--- src/rtl/ad7606_sample_sched.sv ---
// rtl/ad7606_sample_sched.sv - AD7606 conversion sequencer: ADC reset, trigger timing, timeout and overrun tracking
//
// Sequences the AD7606 serial reader. Pulses the ADC RESET pin and waits for
// settling, then issues single-cycle caiji_flag starts from a periodic timer
// or a software single-shot. Each conversion is closed by rd_done or aborted
// by a timeout that re-initialises the ADC.
//
// Ports:
//   clk, res           clock, asynchronous active-high reset
//   enable, period     periodic trigger enable and interval (period 0 = timer off)
//   single_shot        one-cycle request for a single conversion
//   os_sel, range_sel  oversampling / range selection, copied to the ADC pins
//   reinit             one-cycle request to rerun the ADC reset sequence
//   clear_err          one-cycle clear of sticky flags and counters
//   rd_done            end-of-frame pulse from the reader
//   ad_reset, ad_os, ad_range   ADC static control pins
//   caiji_flag         one-cycle start pulse to the reader
//   ready              high while idle
//   overrun, overrun_cnt        dropped timer ticks (sticky / saturating count)
//   timeout_err        sticky: reader did not finish in time
//   sample_cnt         completed frames (wrapping)
module ad7606_sample_sched #(
    parameter int RST_CYCLES    = 10,
    parameter int SETTLE_CYCLES = 100,
    parameter int TIMEOUT       = 4096,
    parameter int PER_W         = 24
) (
    input  logic             clk,
    input  logic             res,
    input  logic             enable,
    input  logic [PER_W-1:0] period,
    input  logic             single_shot,
    input  logic [2:0]       os_sel,
    input  logic             range_sel,
    input  logic             reinit,
    input  logic             clear_err,
    input  logic             rd_done,
    output logic             ad_reset,
    output logic [2:0]       ad_os,
    output logic             ad_range,
    output logic             caiji_flag,
    output logic             ready,
    output logic             overrun,
    output logic [15:0]      overrun_cnt,
    output logic             timeout_err,
    output logic [15:0]      sample_cnt
);

    typedef enum logic [2:0] {
        ST_RST_ADC,
        ST_SETTLE,
        ST_IDLE,
        ST_TRIG,
        ST_WAIT
    } state_t;

    localparam logic [31:0]      RST_LAST    = 32'(RST_CYCLES - 1);
    localparam logic [31:0]      SETTLE_LAST = 32'(SETTLE_CYCLES - 1);
    localparam logic [31:0]      WAIT_LAST   = 32'(TIMEOUT - 1);
    localparam logic [PER_W-1:0] PER_ONE     = PER_W'(1);

    state_t           state_q;
    logic [31:0]      seq_cnt_q;      // shared by RST_ADC, SETTLE and WAIT
    logic [PER_W-1:0] tmr_q, tmr_d;
    logic [PER_W-1:0] per_q, per_d;
    logic [PER_W-1:0] per_eff;
    logic             timer_run;
    logic             tick;
    logic             in_conv;

    logic             ad_reset_q;
    logic [2:0]       ad_os_q;
    logic             ad_range_q;
    logic             caiji_flag_q;
    logic             ready_q;
    logic             overrun_q;
    logic [15:0]      overrun_cnt_q;
    logic             timeout_err_q;
    logic [15:0]      sample_cnt_q;

    assign ad_reset    = ad_reset_q;
    assign ad_os       = ad_os_q;
    assign ad_range    = ad_range_q;
    assign caiji_flag  = caiji_flag_q;
    assign ready       = ready_q;
    assign overrun     = overrun_q;
    assign overrun_cnt = overrun_cnt_q;
    assign timeout_err = timeout_err_q;
    assign sample_cnt  = sample_cnt_q;

    assign in_conv = (state_q == ST_TRIG) || (state_q == ST_WAIT);

    // Trigger timer. The interval is captured on the first count of every
    // lap (count 0), so a new period only applies after the current lap wraps.
    always_comb begin
        timer_run = enable && (period != '0) &&
                    ((state_q == ST_IDLE) || in_conv);
        per_eff   = (tmr_q == '0) ? period : per_q;
        tick      = timer_run && (tmr_q == per_eff - PER_ONE);
        tmr_d     = '0;
        per_d     = per_q;
        if (timer_run) begin
            if (tmr_q == '0) begin
                per_d = period;
            end
            tmr_d = tick ? '0 : tmr_q + PER_ONE;
        end
    end

    always_ff @(posedge clk or posedge res) begin
        if (res) begin
            tmr_q <= '0;
            per_q <= '0;
        end else begin
            tmr_q <= tmr_d;
            per_q <= per_d;
        end
    end

    always_ff @(posedge clk or posedge res) begin
        if (res) begin
            state_q       <= ST_RST_ADC;
            seq_cnt_q     <= '0;
            ad_reset_q    <= 1'b1;
            ad_os_q       <= '0;
            ad_range_q    <= 1'b0;
            caiji_flag_q  <= 1'b0;
            ready_q       <= 1'b0;
            overrun_q     <= 1'b0;
            overrun_cnt_q <= '0;
            timeout_err_q <= 1'b0;
            sample_cnt_q  <= '0;
        end else begin
            caiji_flag_q <= 1'b0;

            // Config pins stay frozen for the whole conversion.
            if (!in_conv) begin
                ad_os_q    <= os_sel;
                ad_range_q <= range_sel;
            end

            // Clear first; set events below override it in the same cycle.
            if (clear_err) begin
                overrun_q     <= 1'b0;
                overrun_cnt_q <= '0;
                timeout_err_q <= 1'b0;
                sample_cnt_q  <= '0;
            end

            if (tick && in_conv) begin
                overrun_q <= 1'b1;
                if (clear_err) begin
                    overrun_cnt_q <= 16'd1;
                end else if (overrun_cnt_q != 16'hFFFF) begin
                    overrun_cnt_q <= overrun_cnt_q + 16'd1;
                end
            end

            case (state_q)
                ST_RST_ADC: begin
                    if (seq_cnt_q == RST_LAST) begin
                        state_q    <= ST_SETTLE;
                        ad_reset_q <= 1'b0;
                        seq_cnt_q  <= '0;
                    end else begin
                        seq_cnt_q <= seq_cnt_q + 32'd1;
                    end
                end
                ST_SETTLE: begin
                    if (seq_cnt_q == SETTLE_LAST) begin
                        state_q   <= ST_IDLE;
                        ready_q   <= 1'b1;
                        seq_cnt_q <= '0;
                    end else begin
                        seq_cnt_q <= seq_cnt_q + 32'd1;
                    end
                end
                ST_IDLE: begin
                    if (reinit) begin
                        state_q    <= ST_RST_ADC;
                        ad_reset_q <= 1'b1;
                        ready_q    <= 1'b0;
                        seq_cnt_q  <= '0;
                    end else if (tick || single_shot) begin
                        state_q      <= ST_TRIG;
                        caiji_flag_q <= 1'b1;
                        ready_q      <= 1'b0;
                    end
                end
                ST_TRIG: begin
                    state_q   <= ST_WAIT;
                    seq_cnt_q <= '0;
                end
                ST_WAIT: begin
                    // rd_done is checked first so a last-cycle finish is not an error.
                    if (rd_done) begin
                        state_q <= ST_IDLE;
                        ready_q <= 1'b1;
                        if (clear_err) begin
                            sample_cnt_q <= 16'd1;
                        end else begin
                            sample_cnt_q <= sample_cnt_q + 16'd1;
                        end
                    end else if (seq_cnt_q == WAIT_LAST) begin
                        state_q       <= ST_RST_ADC;
                        ad_reset_q    <= 1'b1;
                        timeout_err_q <= 1'b1;
                        seq_cnt_q     <= '0;
                    end else begin
                        seq_cnt_q <= seq_cnt_q + 32'd1;
                    end
                end
                default: begin
                    state_q    <= ST_RST_ADC;
                    ad_reset_q <= 1'b1;
                    ready_q    <= 1'b0;
                    seq_cnt_q  <= '0;
                end
            endcase
        end
    end

endmodule

--- config.mk ---
export PLATFORM = sky130hd
export DESIGN_NAME = ad7606_sample_sched
export DESIGN_NICKNAME = d
export VERILOG_FILES = /design/src/rtl/ad7606_sample_sched.sv
export SDC_FILE = /design/constraint.sdc
export NUM_CORES = 1
export LEC_CHECK = 0
export BUFFER_PORTS_ARGS = -buffer_cell sky130_fd_sc_hd__buf_4
export CAP_MARGIN = 5
export CORE_ASPECT_RATIO = 1.25
export CORE_UTILIZATION = 40
export DETAILED_ROUTE_END_ITERATION = 6
export GPL_TIMING_DRIVEN = 0
export PLACE_DENSITY = 0.61
export RECOVER_POWER = 100
export SYNTH_ARGS = -nofsm -noshare
export SYNTH_HDL_FRONTEND = slang
export SYNTH_SLANG_ARGS = --single-unit
--- constraint.sdc ---
create_clock -name clk -period 7 [get_ports clk]
set_clock_uncertainty 0.1 [all_clocks]
set_input_delay 0.7 -clock clk [delete_from_list [all_inputs] [get_ports clk]]
set_output_delay 0.7 -clock clk [all_outputs]
set_load 0.1 [all_outputs]
Word level (Yosys, flattened, before mapping). Index checks and enable logic that the tools add are counted.

Latch bits: 0. Bits in writable memories: 0. Bits in read-only memories: 0. Output and inout port bits: 41. Logic and storage cells: 97. Memories kept: 0. Register bits after elaboration: 124. Bits of input ports: 35.

$lt $le $gt $ge: 0. Mux-type cells: 43. Reductions and logical operators: 17. Shift operators: 0. Multiply operators: 0. Equality and inequality tests: 17. Bitwise gates (word level): 2. Add/subtract/negate cells: 5. Divide/modulo/power cells: 0.

Operator list (count): two-way mux 32 bit (5); two-way mux 16 bit (8); case mux 32 bit (4 select lines) (1); two-way mux 24 bit (3); adder 16 x 1 -> 16 bit, second input constant (2); adder 32 x 1 -> 32 bit, second input constant (1); equality test 32 x 12 -> 1 bit, second input constant (1); equality test 32 x 4 -> 1 bit, second input constant (1); equality test 32 x 7 -> 1 bit, second input constant (1); adder 24 x 1 -> 24 bit, second input constant (1); equality test 24 bit (1); zero test 24 bit (1); nonzero test 24 bit (1); subtractor 24 x 1 -> 24 bit, second input constant (1); two-way mux 3 bit (6); two-way mux 1 bit (17); inequality test 16 bit, second input constant (1); case mux 3 bit (5 select lines) (1); inequality test 2 bit, second input constant (5); case mux 1 bit (4 select lines) (2); AND reduction 4 bit (2); equality test 3 x 2 -> 1 bit, second input constant (2); inequality test 3 x 2 -> 1 bit, second input constant (2); AND reduction 5 bit (1); other kinds (10) (17).

Depth between registers and ports, before layout.
Word-level depth: 9. Depth in mapped cells: 20. Mapped depth without buffers: 16.

Worst setup path before layout. Ideal clock, no wire load.

Path kind: reg2reg. Start: reg tmr_q[22]. End: reg overrun_cnt_q[6], in the netlist overrun_cnt[6]. Period minus slack after synthesis: 5.077 ns. Data required time: 6.775 ns. Cell stages (with the launch flop): 20. Arrival time: 4.852 ns. Setup slack: 1.923 ns. Library setup time: 0.125 ns. Buffers on the path: 5. Path through: dfrtp_1 clkbuf_1 nor4_1 nand4_2 nor2_4 buf_2 mux2i_1 ha_1 clkbuf_1 and3_1 clkbuf_1 a21oi_1 a22o_1 nor4_1 nand4_1 a2111o_1 or4_4 buf_2 nor3_1 mux2_2.

Word-level cells in the longest chain between the ends: 7.

RTL lines: start, declared (RTL line 64) `logic [PER_W-1:0] tmr_q, tmr_d;`; start signal, assigned (RTL line 115) `tmr_q <= tmr_d;`; zero test 24 bit (RTL line 98) `per_eff = (tmr_q == '0) ? period : per_q;`; two-way mux 24 bit; subtractor 24 x 1 -> 24 bit (RTL line 99) `tick = timer_run && (tmr_q == per_eff - PER_ONE);`; equality test 24 bit * (RTL line 99); logical AND 1 bit * (RTL line 99); logical AND 1 bit * (RTL line 150) `if (tick && in_conv) begin`; two-way mux 16 bit * (RTL line 150); end signal, assigned (RTL line 155) `overrun_cnt_q <= overrun_cnt_q + 16'd1;`; end, declared (RTL line 77) `logic [15:0] overrun_cnt_q;`.

Mark *: on every way between the ends. The rest lies on a longest branch, timed or not. A chain may end at the register's enable or synchronous reset.

Final worst setup path. Ends and elaborated chain as after synthesis.

==> metrics.yaml <==
detailed_routing:
  num_vias: 7054
  drtAntennaViolNets: 0
  drt_iter0_drc: 620
  drc: 0
  drt_pass1_iterations: 6
  routedWlPerCell_um: 18.0
  vias_per_cell: 5.76
  drt_wl_total_um: 22100
logic_synthesis:
  synthCells: 884
  synth_nets: 926
  synthTopCellsByArea: "dfrtp_1 40%, nor2_1 6.0%, xor2_1 5.5%"
  ys_warn_count: 0
  synth_cell_types: 67
  synth_top_area_frac: 0.395
  seq_area_frac_synth: 0.399
  yosysTopAreaCell: "dfrtp_1"
  async_flop_share: 1.00
  synth_flop_cell: "dfrtp_1"
  postSynthAreaPerCell_um2: 8.81
  synth.cell_area_um2: 7790
  yosys-top-cells-count: "125 x nor2_1, 123 x dfrtp_1, 61 x nand2_1"
  synth-edff-count: 0
  synth-seq-cells: 124
  synth.most_common_cell: "nor2_1"
placed_design:
  dp.final_hpwl_um: 15800
  gp_congestion: 0.983
  port_buffers: 75
  placed_area_um2: 8670
timing:
  clock.fmax_mhz: 152
  timing_max_transition_violations_final: 127
  max-slew-margin-rel: -1.50
  setup_viol: 0
  period_share: 0.938
  finalHoldViolCount: 0
  worst_pin_slew_ps: 3750
  finalCriticalPeriod_ps: 6560
  finalSetupTns_ps: 0
  grt_setup_unrepaired: "no"
floorplanning:
  die_area_um2: 20000
  start_util: 0.412
  core-area_um2: 18900
  die_height_um: 158
  die_x_um: 127
  ios: 76
  num_rows: 56
global_routing:
  grt_use_total: 0.229
  grt.overflow.total: 0
  antenna_found_initial: 0
  grt_max_degree: 84
  grt_pass1_wl_um: 35600
  first_global_vias: 6803
cells_and_area:
  fill_cells: 1912
  drive_gt1_frac: 0.120
  antennaDiodeCount: 0
  nets: 1021
  post-route-cell-area_um2: 9080
  syn_to_final_growth_pct: 16.6
  multi_input_area_um2: 4410
  seqCellArea_um2: 3100
run:
  cap_viol_max_count: 2
cts:
  ctsHoldBuffers: 0
  cts_buffers: 17
  cts_tree: "done"
  clkTransAtPathRegs_ps: 60
  root_buffer: "clkbuf_16"
  cts_resized: 0
  clock_path_buffers: 2
  htreeDepth: 4
  cts_num_sinks: 124
  clk_latency_ps: 420
  cts_setup_buffers: 0
pwr:
  p_leak_nw: 3.91
  power_mw: 1.69
  p_per_area_nw_per_um2: 186
  irDropWorstVdd_mv: 0.157
run_status:
  violations: "max-capacitance violations, max-slew violations"
  status: "complete, but fails checks"
worst_setup_path:
  crit_path_start_kind: "flip-flop"
  end_kind: "flip-flop"
  critical_path_arrival_ps: 6760
  required_ps: 7200
  crit_type: "flip-flop to flip-flop"
  worstPathMaxFanout: 10
min_path:
  holdCritPathClass: "primary input to flip-flop"
==> area by class of cell <==
class,instances,area share
Buffer,44,0.0202
Tap cell,232,0.0320
Sequential cell,124,0.342
Inverter,25,0.0105
Clock inverter,14,0.0152
Timing Repair Buffer,76,0.0461
Clock buffer,18,0.0483
Multi-Input combinational cell,691,0.486
==> registers in the layout (all words and copies together) (netlist names) <==
name / flops
ad_reset: 1
ad_os: 3
ad_range: 1
sample_cnt: 16
caiji_flag: 1
ready: 1
state_q: 3
timeout_err: 1
tmr_q: 24
per_q: 24
overrun: 1
overrun_cnt: 16
seq_cnt_q: 32
==> through the flow <==
step / util / cells / hold slack [ps] / worst slack (ps)
after global routing: 0.480 / 1224 / 357 / 72.6
after global placement: 0.457 / 1191 / 389 / 363
after detailed placement: 0.458 / 1192 / 399 / 379
final: 0.480 / 1224 / 369 / 437
after floorplan: - / 884 / 379 / 1920
after CTS: 0.489 / 1224 / 203 / 368
==> cell families (layout without fill, tap and decap cells) <==
kind of cell / count (synthesis) / count (layout) / share of synthesized area
AOI/OAI and AO/OA: 131 / 131 / 0.110
xor gates and xnor gates: 91 / 91 / 0.102
adders and majority gates: 7 / 7 / 0.0112
buffers and inverters: 69 / 177 / 0.0357
DFF: 124 / 124 / 0.399
muxes: 43 / 43 / 0.0596
and+or+nand+nor: 419 / 419 / 0.283
==> worst max-delay path, cell delays in order (launching register included) <==
cell      delay [ps]
dfrtp_1          360
clkbuf_1         220
nor4_1           500
nand4_2          470
nor2_4           420
buf_2            360
mux2i_1          270
ha_1             170
clkbuf_1         320
nand3_1          310
nor4_1           440
nor4b_1          100
nor4_1           320
nand4_1          190
a2111o_1         500
or4_4            610
clkbuf_2         230
nor3_1           190
mux2_2           350
==> placed cells by master (no fill, tap or decap), drive strengths merged, types with 21 or more instances in the layout <==
cell type  count
xnor2         42
o21ai         40
nor2         126
inv           28
nor3          27
nand3         43
nand2         61
nand4         21
nor4          22
xor2          49
dfrtp        123
buf           41
a21oi         27
clkbuf        96
and3          26
mux2          27
==> power by group <==
group          total, mW  leakage (nW)  switching, mW  internal (mW)
clock              0.868         0.271          0.364          0.504
sequential         0.720          1.70        0.00122          0.719
combinational     0.0995          1.94         0.0678         0.0317
total               1.69          3.91          0.433           1.26
==> routing by layer <==
metal | vias to the layer above | wire (µm) | global-route usage
li1 | 3358 | - | -
met1 | 3385 | 9660 | 0.289
met2 | 243 | 10300 | 0.373
met3 | 68 | 1200 | 0.0446
met4 | 0 | 873 | 0.116
met5 | - | 0 | 0
==> worst paths after layout <==
check                            start              to  slack, ps  cells past startpoint
max in group asynchronous          res  overrun_cnt[6]       1580                      3
setup reg to reg             tmr_q[22]  overrun_cnt[6]        440                     18
min in group asynchronous          res   seq_cnt_q[27]        670                      2
hold / removal             single_shot           ready        370                      2
setup / recovery             tmr_q[22]  overrun_cnt[6]        440                     18
hold reg to reg               ad_os[2]        ad_os[2]        400                      1
(Power assumes the default switching activity.)
